$ cat config.mk
export PLATFORM = sky130hd
export DESIGN_NAME = clb_cfg_loader_flat
export DESIGN_NICKNAME = d
export VERILOG_FILES = /design/src/rtl/clb_cfg_loader_pkg.sv /design/src/rtl/clb_cfg_loader_if.sv /design/src/rtl/clb_cfg_loader_shadow.sv /design/src/rtl/clb_cfg_loader.sv /design/src/flat_wrapper.sv
export SDC_FILE = /design/constraint.sdc
export NUM_CORES = 1
export LEC_CHECK = 0
export CAP_MARGIN = 20
export CORE_ASPECT_RATIO = 0.8
export CORE_MARGIN = 3
export CORE_UTILIZATION = 30
export DETAILED_ROUTE_END_ITERATION = 8
export PLACE_DENSITY_LB_ADDON = 0.1
export SYNTH_ARGS = -nofsm -noshare
export SYNTH_HDL_FRONTEND = slang
export SYNTH_SLANG_ARGS = --single-unit
$ cat constraint.sdc
create_clock -name clk -period 1.9 [get_ports clk]
set_input_delay 0.475 -clock clk [delete_from_list [all_inputs] [get_ports clk]]
set_output_delay 0.475 -clock clk [all_outputs]
set_load 0.01 [all_outputs]
$ cat src/rtl/clb_cfg_loader_pkg.sv
`default_nettype none
// ============================================================================
//  Module : clb_cfg_loader_pkg
//  Brief  : Shared CLB config-word layout, reset word and loader state encoding
//  Rev    : 1.0  initial release
// ============================================================================
package clb_cfg_loader_pkg;

  localparam int CFG_W   = 9;
  localparam int BYP_BIT = 8;
  localparam int SEL_W   = 3;
  localparam int OP_W    = 2;
  localparam int SEL0_LO = 5;
  localparam int SEL1_LO = 2;
  localparam int OP_LO   = 0;

  // Bypass set, all selects zero: every cell passes in0.
  localparam logic [CFG_W-1:0] CFG_RESET = 9'h100;

  typedef enum logic [1:0] {
    ST_IDLE   = 2'd0,
    ST_LOAD   = 2'd1,
    ST_COMMIT = 2'd2
  } state_t;

  function automatic int idx_width(input int n);
    return (n > 1) ? $clog2(n) : 1;
  endfunction

endpackage
`default_nettype wire

$ cat src/rtl/clb_cfg_loader_if.sv
`default_nettype none
// ============================================================================
//  Module : clb_cfg_loader_if
//  Brief  : Valid/ready config-word stream into the CLB config loader
//  Rev    : 1.0  initial release
// ============================================================================
interface clb_cfg_loader_if;

  logic                                 cfg_valid;
  logic [clb_cfg_loader_pkg::CFG_W-1:0] cfg_data;
  logic                                 cfg_ready;

  modport master (output cfg_valid, output cfg_data, input  cfg_ready);
  modport slave  (input  cfg_valid, input  cfg_data, output cfg_ready);

endinterface
`default_nettype wire

$ cat src/rtl/clb_cfg_loader_shadow.sv
`default_nettype none
// ============================================================================
//  Module : clb_cfg_shadow
//  Brief  : NUM_CELLS x CFG_W shadow register file, indexed write, flat read-all
//  Rev    : 1.0  initial release
// ============================================================================
module clb_cfg_shadow #(
  parameter int NUM_CELLS = 4,
  parameter int CFG_W     = 9,
  parameter int IDX_W     = 2
) (
  input  wire logic                       clk,
  input  wire logic                       reset,
  input  wire logic                       we,
  input  wire logic [IDX_W-1:0]           widx,
  input  wire logic [CFG_W-1:0]           wdata,
  output logic      [NUM_CELLS*CFG_W-1:0] rdata
);

  for (genvar i = 0; i < NUM_CELLS; i++) begin : g_cell
    logic [CFG_W-1:0] r_word;

    always_ff @(posedge clk) begin
      if (reset) begin
        r_word <= '0;
      end else if (we && (widx == IDX_W'(i))) begin
        r_word <= wdata;
      end
    end

    assign rdata[i*CFG_W +: CFG_W] = r_word;
  end

endmodule
`default_nettype wire

$ cat src/rtl/clb_cfg_loader.sv
`default_nettype none
// ============================================================================
//  Module : clb_cfg_loader
//  Brief  : Streams per-cell config words into shadow regs, commits atomically
//  Rev    : 1.0  initial release
// ============================================================================
module clb_cfg_loader #(
  parameter int NUM_CELLS = 4,
  parameter int CFG_W     = 9
) (
  input  wire logic             clk,
  input  wire logic             reset,
  input  wire logic             start,
  input  wire logic             abort,
  clb_cfg_loader_if.slave       cfg,
  output logic                  busy,
  output logic                  done,
  output logic [NUM_CELLS-1:0]  byPass,
  output logic [3*NUM_CELLS-1:0] sel0,
  output logic [3*NUM_CELLS-1:0] sel1,
  output logic [2*NUM_CELLS-1:0] selOp
);
  import clb_cfg_loader_pkg::*;

  localparam int               c_idx_w = idx_width(NUM_CELLS);
  localparam logic [c_idx_w-1:0] c_last  = c_idx_w'(NUM_CELLS - 1);
  localparam logic [c_idx_w-1:0] c_one   = c_idx_w'(1);

  state_t                       r_state;
  logic [c_idx_w-1:0]           r_idx;
  logic                         r_done;
  logic [NUM_CELLS*CFG_W-1:0]   r_active;
  logic [NUM_CELLS*CFG_W-1:0]   w_shadow;
  logic                         w_hs;

  // Abort wins over a valid word in the same cycle by withdrawing ready.
  assign cfg.cfg_ready = (r_state == ST_LOAD) && !abort;
  assign w_hs          = cfg.cfg_valid && cfg.cfg_ready;
  assign busy          = (r_state != ST_IDLE);
  assign done          = r_done;

  clb_cfg_shadow #(
    .NUM_CELLS (NUM_CELLS),
    .CFG_W     (CFG_W),
    .IDX_W     (c_idx_w)
  ) u_shadow (
    .clk   (clk),
    .reset (reset),
    .we    (w_hs),
    .widx  (r_idx),
    .wdata (cfg.cfg_data),
    .rdata (w_shadow)
  );

  always_ff @(posedge clk) begin
    if (reset) begin
      r_state  <= ST_IDLE;
      r_idx    <= '0;
      r_done   <= 1'b0;
      r_active <= {NUM_CELLS{CFG_RESET}};
    end else begin
      r_done <= 1'b0;
      case (r_state)
        ST_IDLE: begin
          if (start) begin
            r_state <= ST_LOAD;
            r_idx   <= '0;
          end
        end
        ST_LOAD: begin
          if (abort) begin
            r_state <= ST_IDLE;
            r_idx   <= '0;
          end else if (w_hs) begin
            if (r_idx == c_last) begin
              r_state <= ST_COMMIT;
              r_idx   <= '0;
            end else begin
              r_idx <= r_idx + c_one;
            end
          end
        end
        ST_COMMIT: begin
          r_active <= w_shadow;
          r_done   <= 1'b1;
          r_state  <= ST_IDLE;
        end
        default: begin
          r_state <= ST_IDLE;
          r_idx   <= '0;
        end
      endcase
    end
  end

  for (genvar i = 0; i < NUM_CELLS; i++) begin : g_unpack
    assign byPass[i]           = r_active[i*CFG_W + BYP_BIT];
    assign sel0[3*i +: SEL_W]  = r_active[i*CFG_W + SEL0_LO +: SEL_W];
    assign sel1[3*i +: SEL_W]  = r_active[i*CFG_W + SEL1_LO +: SEL_W];
    assign selOp[2*i +: OP_W]  = r_active[i*CFG_W + OP_LO   +: OP_W];
  end

endmodule
`default_nettype wire

$ cat src/flat_wrapper.sv
// flat-port wrapper written by rule: the top's interface ports become plain ports
module clb_cfg_loader_flat import clb_cfg_loader_pkg::*;
#(
  parameter int NUM_CELLS = 4,
  parameter int CFG_W     = 9
)
  (clk, reset, start, abort, busy, done, byPass, sel0, sel1, selOp, cfg_cfg_valid, cfg_cfg_data, cfg_cfg_ready);
  clb_cfg_loader_if cfg_i ();
  input  wire logic clk;
  input  wire logic reset;
  input  wire logic start;
  input  wire logic abort;
  output logic busy;
  output logic done;
  output logic [NUM_CELLS-1:0] byPass;
  output logic [3*NUM_CELLS-1:0] sel0;
  output logic [3*NUM_CELLS-1:0] sel1;
  output logic [2*NUM_CELLS-1:0] selOp;
  input wire logic [$bits(cfg_i.cfg_valid)-1:0] cfg_cfg_valid;
  input wire logic [$bits(cfg_i.cfg_data)-1:0] cfg_cfg_data;
  output wire logic [$bits(cfg_i.cfg_ready)-1:0] cfg_cfg_ready;
  assign cfg_i.cfg_valid = cfg_cfg_valid;
  assign cfg_i.cfg_data = cfg_cfg_data;
  assign cfg_cfg_ready = cfg_i.cfg_ready;
  clb_cfg_loader #(.NUM_CELLS(NUM_CELLS), .CFG_W(CFG_W)) u_core (.clk(clk), .reset(reset), .start(start), .abort(abort), .cfg(cfg_i), .busy(busy), .done(done), .byPass(byPass), .sel0(sel0), .sel1(sel1), .selOp(selOp));
endmodule
Yosys cells after proc, flatten, opt, wreduce, memory -nomap -nowiden
Cells that the tools add are included.
- bitwise logic cells: 1
- add/sub/neg operators: 1
- muxes and demuxes: 11
- reductions and logical operators: 12
- equal/unequal tests: 8
- operator list (cell ; count):
    $mux W2 ; 8
    $eq A2 B2 Y1 const B ; 3
    $logic_and A1 B1 Y1 ; 6
    $ne A3 B3 Y1 const B ; 2
    $pmux W2 S3 ; 1
    $reduce_and A3 Y1 ; 2
    $eq A2 B1 Y1 const B ; 2
    $logic_not A2 Y1 ; 2
    $pmux W2 S2 ; 1
    $add A2 B1 Y2 const B ; 1
    $ne A2 B2 Y1 const B ; 1
    $reduce_bool A2 Y1 ; 1
    $logic_not A1 Y1 ; 1
    $mux W1 ; 1
    $not A1 Y1 ; 1
- input port bits: 14
- bits in registers: 77
- logic and storage cells: 41
- output and inout port bits: 39

Logic depth before layout (Yosys ltp)
- depth after elaboration: 6
- depth in mapped cells: 5
- mapped depth without buffers: 4

Modules after synthesis
Synthesis repeated with hierarchy kept, for this count alone.
- cell total of the unflattened synthesis: 310
- area total of the unflattened synthesis: 2907.8 um^2
- modules (own cells, without submodules) (module ; area an instance (um^2) ; times used ; sequential area each (um^2) ; cells each):
    clb_cfg_loader ; 1472.7 ; 1 ; 820.8 ; 181
    clb_cfg_shadow ; 1435.1 ; 1 ; 720.7 ; 129

Worst setup path before layout
OpenSTA, ideal clock, no wires.
- path type: input to register
- start: input port abort
- end: register u_core.r_idx[0]
- library setup time: 0.087 ns
- required time: 1.813 ns
- stages: 4
- slack: 0.477 ns
- data arrival time: 1.336 ns
- buffers on the path: 1
- cell sequence: and4bb_1 -> buf_4 -> or4b_1 -> o31ai_1
- longest elaborated chain between the ends: 5
- elaborated cells between the ends (all ways): 7
- those cells by class: eq/ne: 1; mux: 2; reduce/logical: 4
- ends and longest elaborated chain (element ; line ; source):
    start, declared ; flat_wrapper.sv:12 ; input wire logic abort;
    $logic_not A1 Y1 ; clb_cfg_loader.sv:37 ; assign cfg.cfg_ready = (r_state == ST_LOAD) && !abort;
    $logic_and A1 B1 Y1 ; clb_cfg_loader.sv:37 ;
    $logic_and A1 B1 Y1 ; clb_cfg_loader.sv:38 ; assign w_hs = cfg.cfg_valid && cfg.cfg_ready;
    $ne A3 B3 Y1 (no line) ; -- ;
    $reduce_and A3 Y1 (no line) ; -- ;
    end signal, assigned ; clb_cfg_loader.sv:79 ; r_idx <= r_idx + c_one;
    end, declared ; clb_cfg_loader.sv:30 ; logic [c_idx_w-1:0] r_idx;
Several ways; a longest one is shown, not always the timed one.
A chain may end at the register's enable or synchronous reset.

Worst setup path after layout
- start: input port abort
- end: output port cfg_cfg_ready
- longest elaborated chain between the ends: 2
- ends and longest elaborated chain (element ; line ; source):
    $logic_not A1 Y1 ; clb_cfg_loader.sv:37 ;
    $logic_and A1 B1 Y1 ; clb_cfg_loader.sv:37 ;
    end, declared ; flat_wrapper.sv:21 ; output wire logic [$bits(cfg_i.cfg_ready)-1:0] cfg_cfg_ready;
Every way passes these cells.

==> flow_summary_export.csv <==
group,metric,value,unit
run_status,outcome,"finished clean",
run,maxCapViolations,0,
grt,grt_first_pass_wirelength,11200,microns
die,num_rows,31,
timing,hold_viol,0,
grt,met3_usage,4.87,%
synth,synthAdderAreaFrac,1.70,%
die,start_util,31.6,%
cells_and_area,nets,389,
worst_hold_path,hold_class,"register to register",
synth,synth_edf_count,0,
routing,ant_nets,0,
timing,holdWs,0.450,ns
timing,setup_ws,0.0682,ns
synth,synth.avg_cell_area,9.35,sq um
setup_path,crit_buf_inv,2,
clocking,postCtsHoldBufs,0,
timing,post-route-period-util,96.4,%
die,coreArea,9310,sq um
synth,synth_nets,333,
die,die_width,117,microns
grt,top_usage_layer,"met2",
placed_design,routabilityCongestion,0.708,
placed_design,dp.cells,475,
clocking,cts_tree,"yes",
synth,synth_compound_gate_area_share,6.54,%
grt,grt_overflow,0,
synth,synth_top_family_by_area,"simple AND/OR/NAND/NOR gates",
timing,fmax,0.546,GHz
synth,yosys.area_share.simple,23.7,%
synth,synthMuxAreaShare,12.2,%
setup_path,cpLargestDelayFamily,"buffers and inverters",
setup_path,critical_path.slowest_cell,"clkdlybuf4s50_1",
setup_path,crit_type,"input port to output pin",
clocking,clock_sinks,77,
routing,wl_per_cell,13.8,microns
setup_path,cp.arrival,1.36,ns
routing,wirelength,6790,microns
setup_path,crit_required,1.42,ns
timing,grt_setup_unrepaired,"no",
grt,grt_usage,13.3,%
routing,drt_iter0_markers,67,
grt,grt_max_degree,37,
synth,yosys_warnings,0,
setup_path,max_stage_delay,0.43,ns
routing,firstDrtPassIters,4,
clocking,cts_max_level,3,
cells_and_area,mostFrequentLayoutCell,"dfxtp_1",
synth,synthArstFlopShare,0,%
synth,netlist_area,2950,sq um
timing,fin_crit,1.83,ns
power_and_ir_drop,peakVddDrop,493,uV
synth,netlist_instances,315,
synth,ys_ff_latch,77,
timing,worst_pin_slew,0.409,ns
setup_path,crit_fanout,2,
timing,relSlewSlack,72.7,%
cells_and_area,layout_common_cells,"dfxtp_1, nand2_1, clkdlybuf4s50_1",
cells_and_area,drive_gt1_share,9.04,%
cells_and_area,syn2layout_area_growth,34.3,%
power_and_ir_drop,p_leak,0.00159,uW
grt,grt_pass1_vias,2223,
setup_path,start_kind,"input port",
grt,antenna_found_initial,0,
setup_path,cp-end-kind,"output pin",
clocking,clk_latency,0.33,ns
routing,drc_errors,0,
cells_and_area,fin_cells,491,
placed_design,place_ws,-0.304,ns
synth,synth-main-ff-cell,"dfxtp_1",
timing,final_max_slew_viol_count,0,
synth,synth_xor_area_share,0,%
synth,ys_types,23,
cells_and_area,n_antenna_cell,0,
timing,finClkSkew,0.00411,ns
die,ios,53,
clocking,clk_pin_slew,0.06,ns
routing,num_vias,2182,
routing,viasPerCell,4.44,
timing,setup_viol,0,
power_and_ir_drop,p_total,3650,uW
die,die_h,94.6,microns
clocking,cts-buffers-inserted,9,
clocking,cts-root-buf,"clkbuf_16",
clocking,cts_buffer_depth,2,
die,die_area,11100,sq um
placed_design,port-buffer-count,52,
synth,yosysSeqAreaShare,52.3,%
setup_path,crit_path_cell_trace,"clkdlybuf4s50_1, nor3b_2, clkdlybuf4s15_1",
placed_design,hpwl,4550,microns
grt,use_met2,20.6,%
power_and_ir_drop,p_per_area,922,nW/um^2
grt,met1_usage,17.5,%
[kinds of logic (layout without fill, tap and decap cells)]
group	Yosys count	count (layout)
flip-flops	77	77
AO/OA/AOI/OAI	36	36
AND/OR/NAND/NOR	140	140
multiplexers	36	36
adder cells (fa/ha/maj)	4	4
buffers and inverters	22	83
[tightest hold or removal path, cell delays in order, from the launching register on]
cell,delay [ns]
dfxtp_1,0.31
nand2_1,0.05
a21oi_1,0.05
[layer usage]
| metal | wire length [microns] | vias to the layer above |
|---|---|---|
| li1 | - | 1140 |
| met1 | 3430 | 997 |
| met2 | 3020 | 34 |
| met3 | 272 | 11 |
| met4 | 76 | 0 |
| met5 | 0 | - |
[power by group]
part	total (uW)	switching, uW	internal [uW]
logic	137	68.2	68.5
clock network	1880	660	1220
registers	1630	3.69	1620
total	3650	732	2910
[registers in the layout (all words and copies together), names as in the netlist]
register,cells
u_core.r_idx,2
u_core.r_active,36
u_core.r_state,2
u_core.u_shadow.g_cell.r_word,36
u_core.done,1
[cells in the mapped netlist, types with 2 or more instances]
cell / instances / area (sq um)
a21oi_1: 32 / 160
buf_2: 8 / 40.0
clkbuf_1: 9 / 33.8
dfxtp_1: 77 / 1540
ha_1: 4 / 50.1
inv_1: 3 / 11.3
mux2i_1: 36 / 360
nand2_1: 74 / 278
nand2_2: 3 / 18.8
nand2b_1: 47 / 294
nand3b_1: 5 / 37.5
nor2_1: 4 / 15.0
nor2b_1: 2 / 12.5
o31ai_1: 2 / 15.0
[final timing paths]
kind                                        from                   to  slack [ns]  depth (start not counted)
max                                        abort        cfg_cfg_ready        0.07                          3
min          u_core.u_shadow.g_cell[2].r_word[0]  u_core.r_active[18]        0.45                          2
max reg2reg                    u_core.r_state[0]      u_core.r_idx[0]        0.51                          5
min reg2reg  u_core.u_shadow.g_cell[2].r_word[0]  u_core.r_active[18]        0.45                          2
[per-stage QoR]
step           setup TNS (ns)  util, %  instance area [sq um]
2_1_floorplan               0        -                   2950
3_3_place_gp            -2.69     38.9                   3620
3_5_place_dp            -3.50     38.9                   3620
4_1_cts                     0     42.5                   3950
5_1_grt                     0     42.5                   3960
6_report                    0     42.5                   3960
[cell type report]
type,instances,area [sq um]
timing repair buffer,64,617
sequential,77,1540
fill,948,5350
tap,115,144
clock buffer,11,253
clock inverter,5,81.3
multi-input combinational,216,1310
inverter,3,11.3
[timing repair]
| item | in CTS | in global routing |
|---|---|---|
| gates resized for setup | 3 | 1 |
| setup buffers | 0 | 0 |
| setup endpoints to repair | 2 | 1 |
Note: power is estimated with default switching activity, not from simulation.
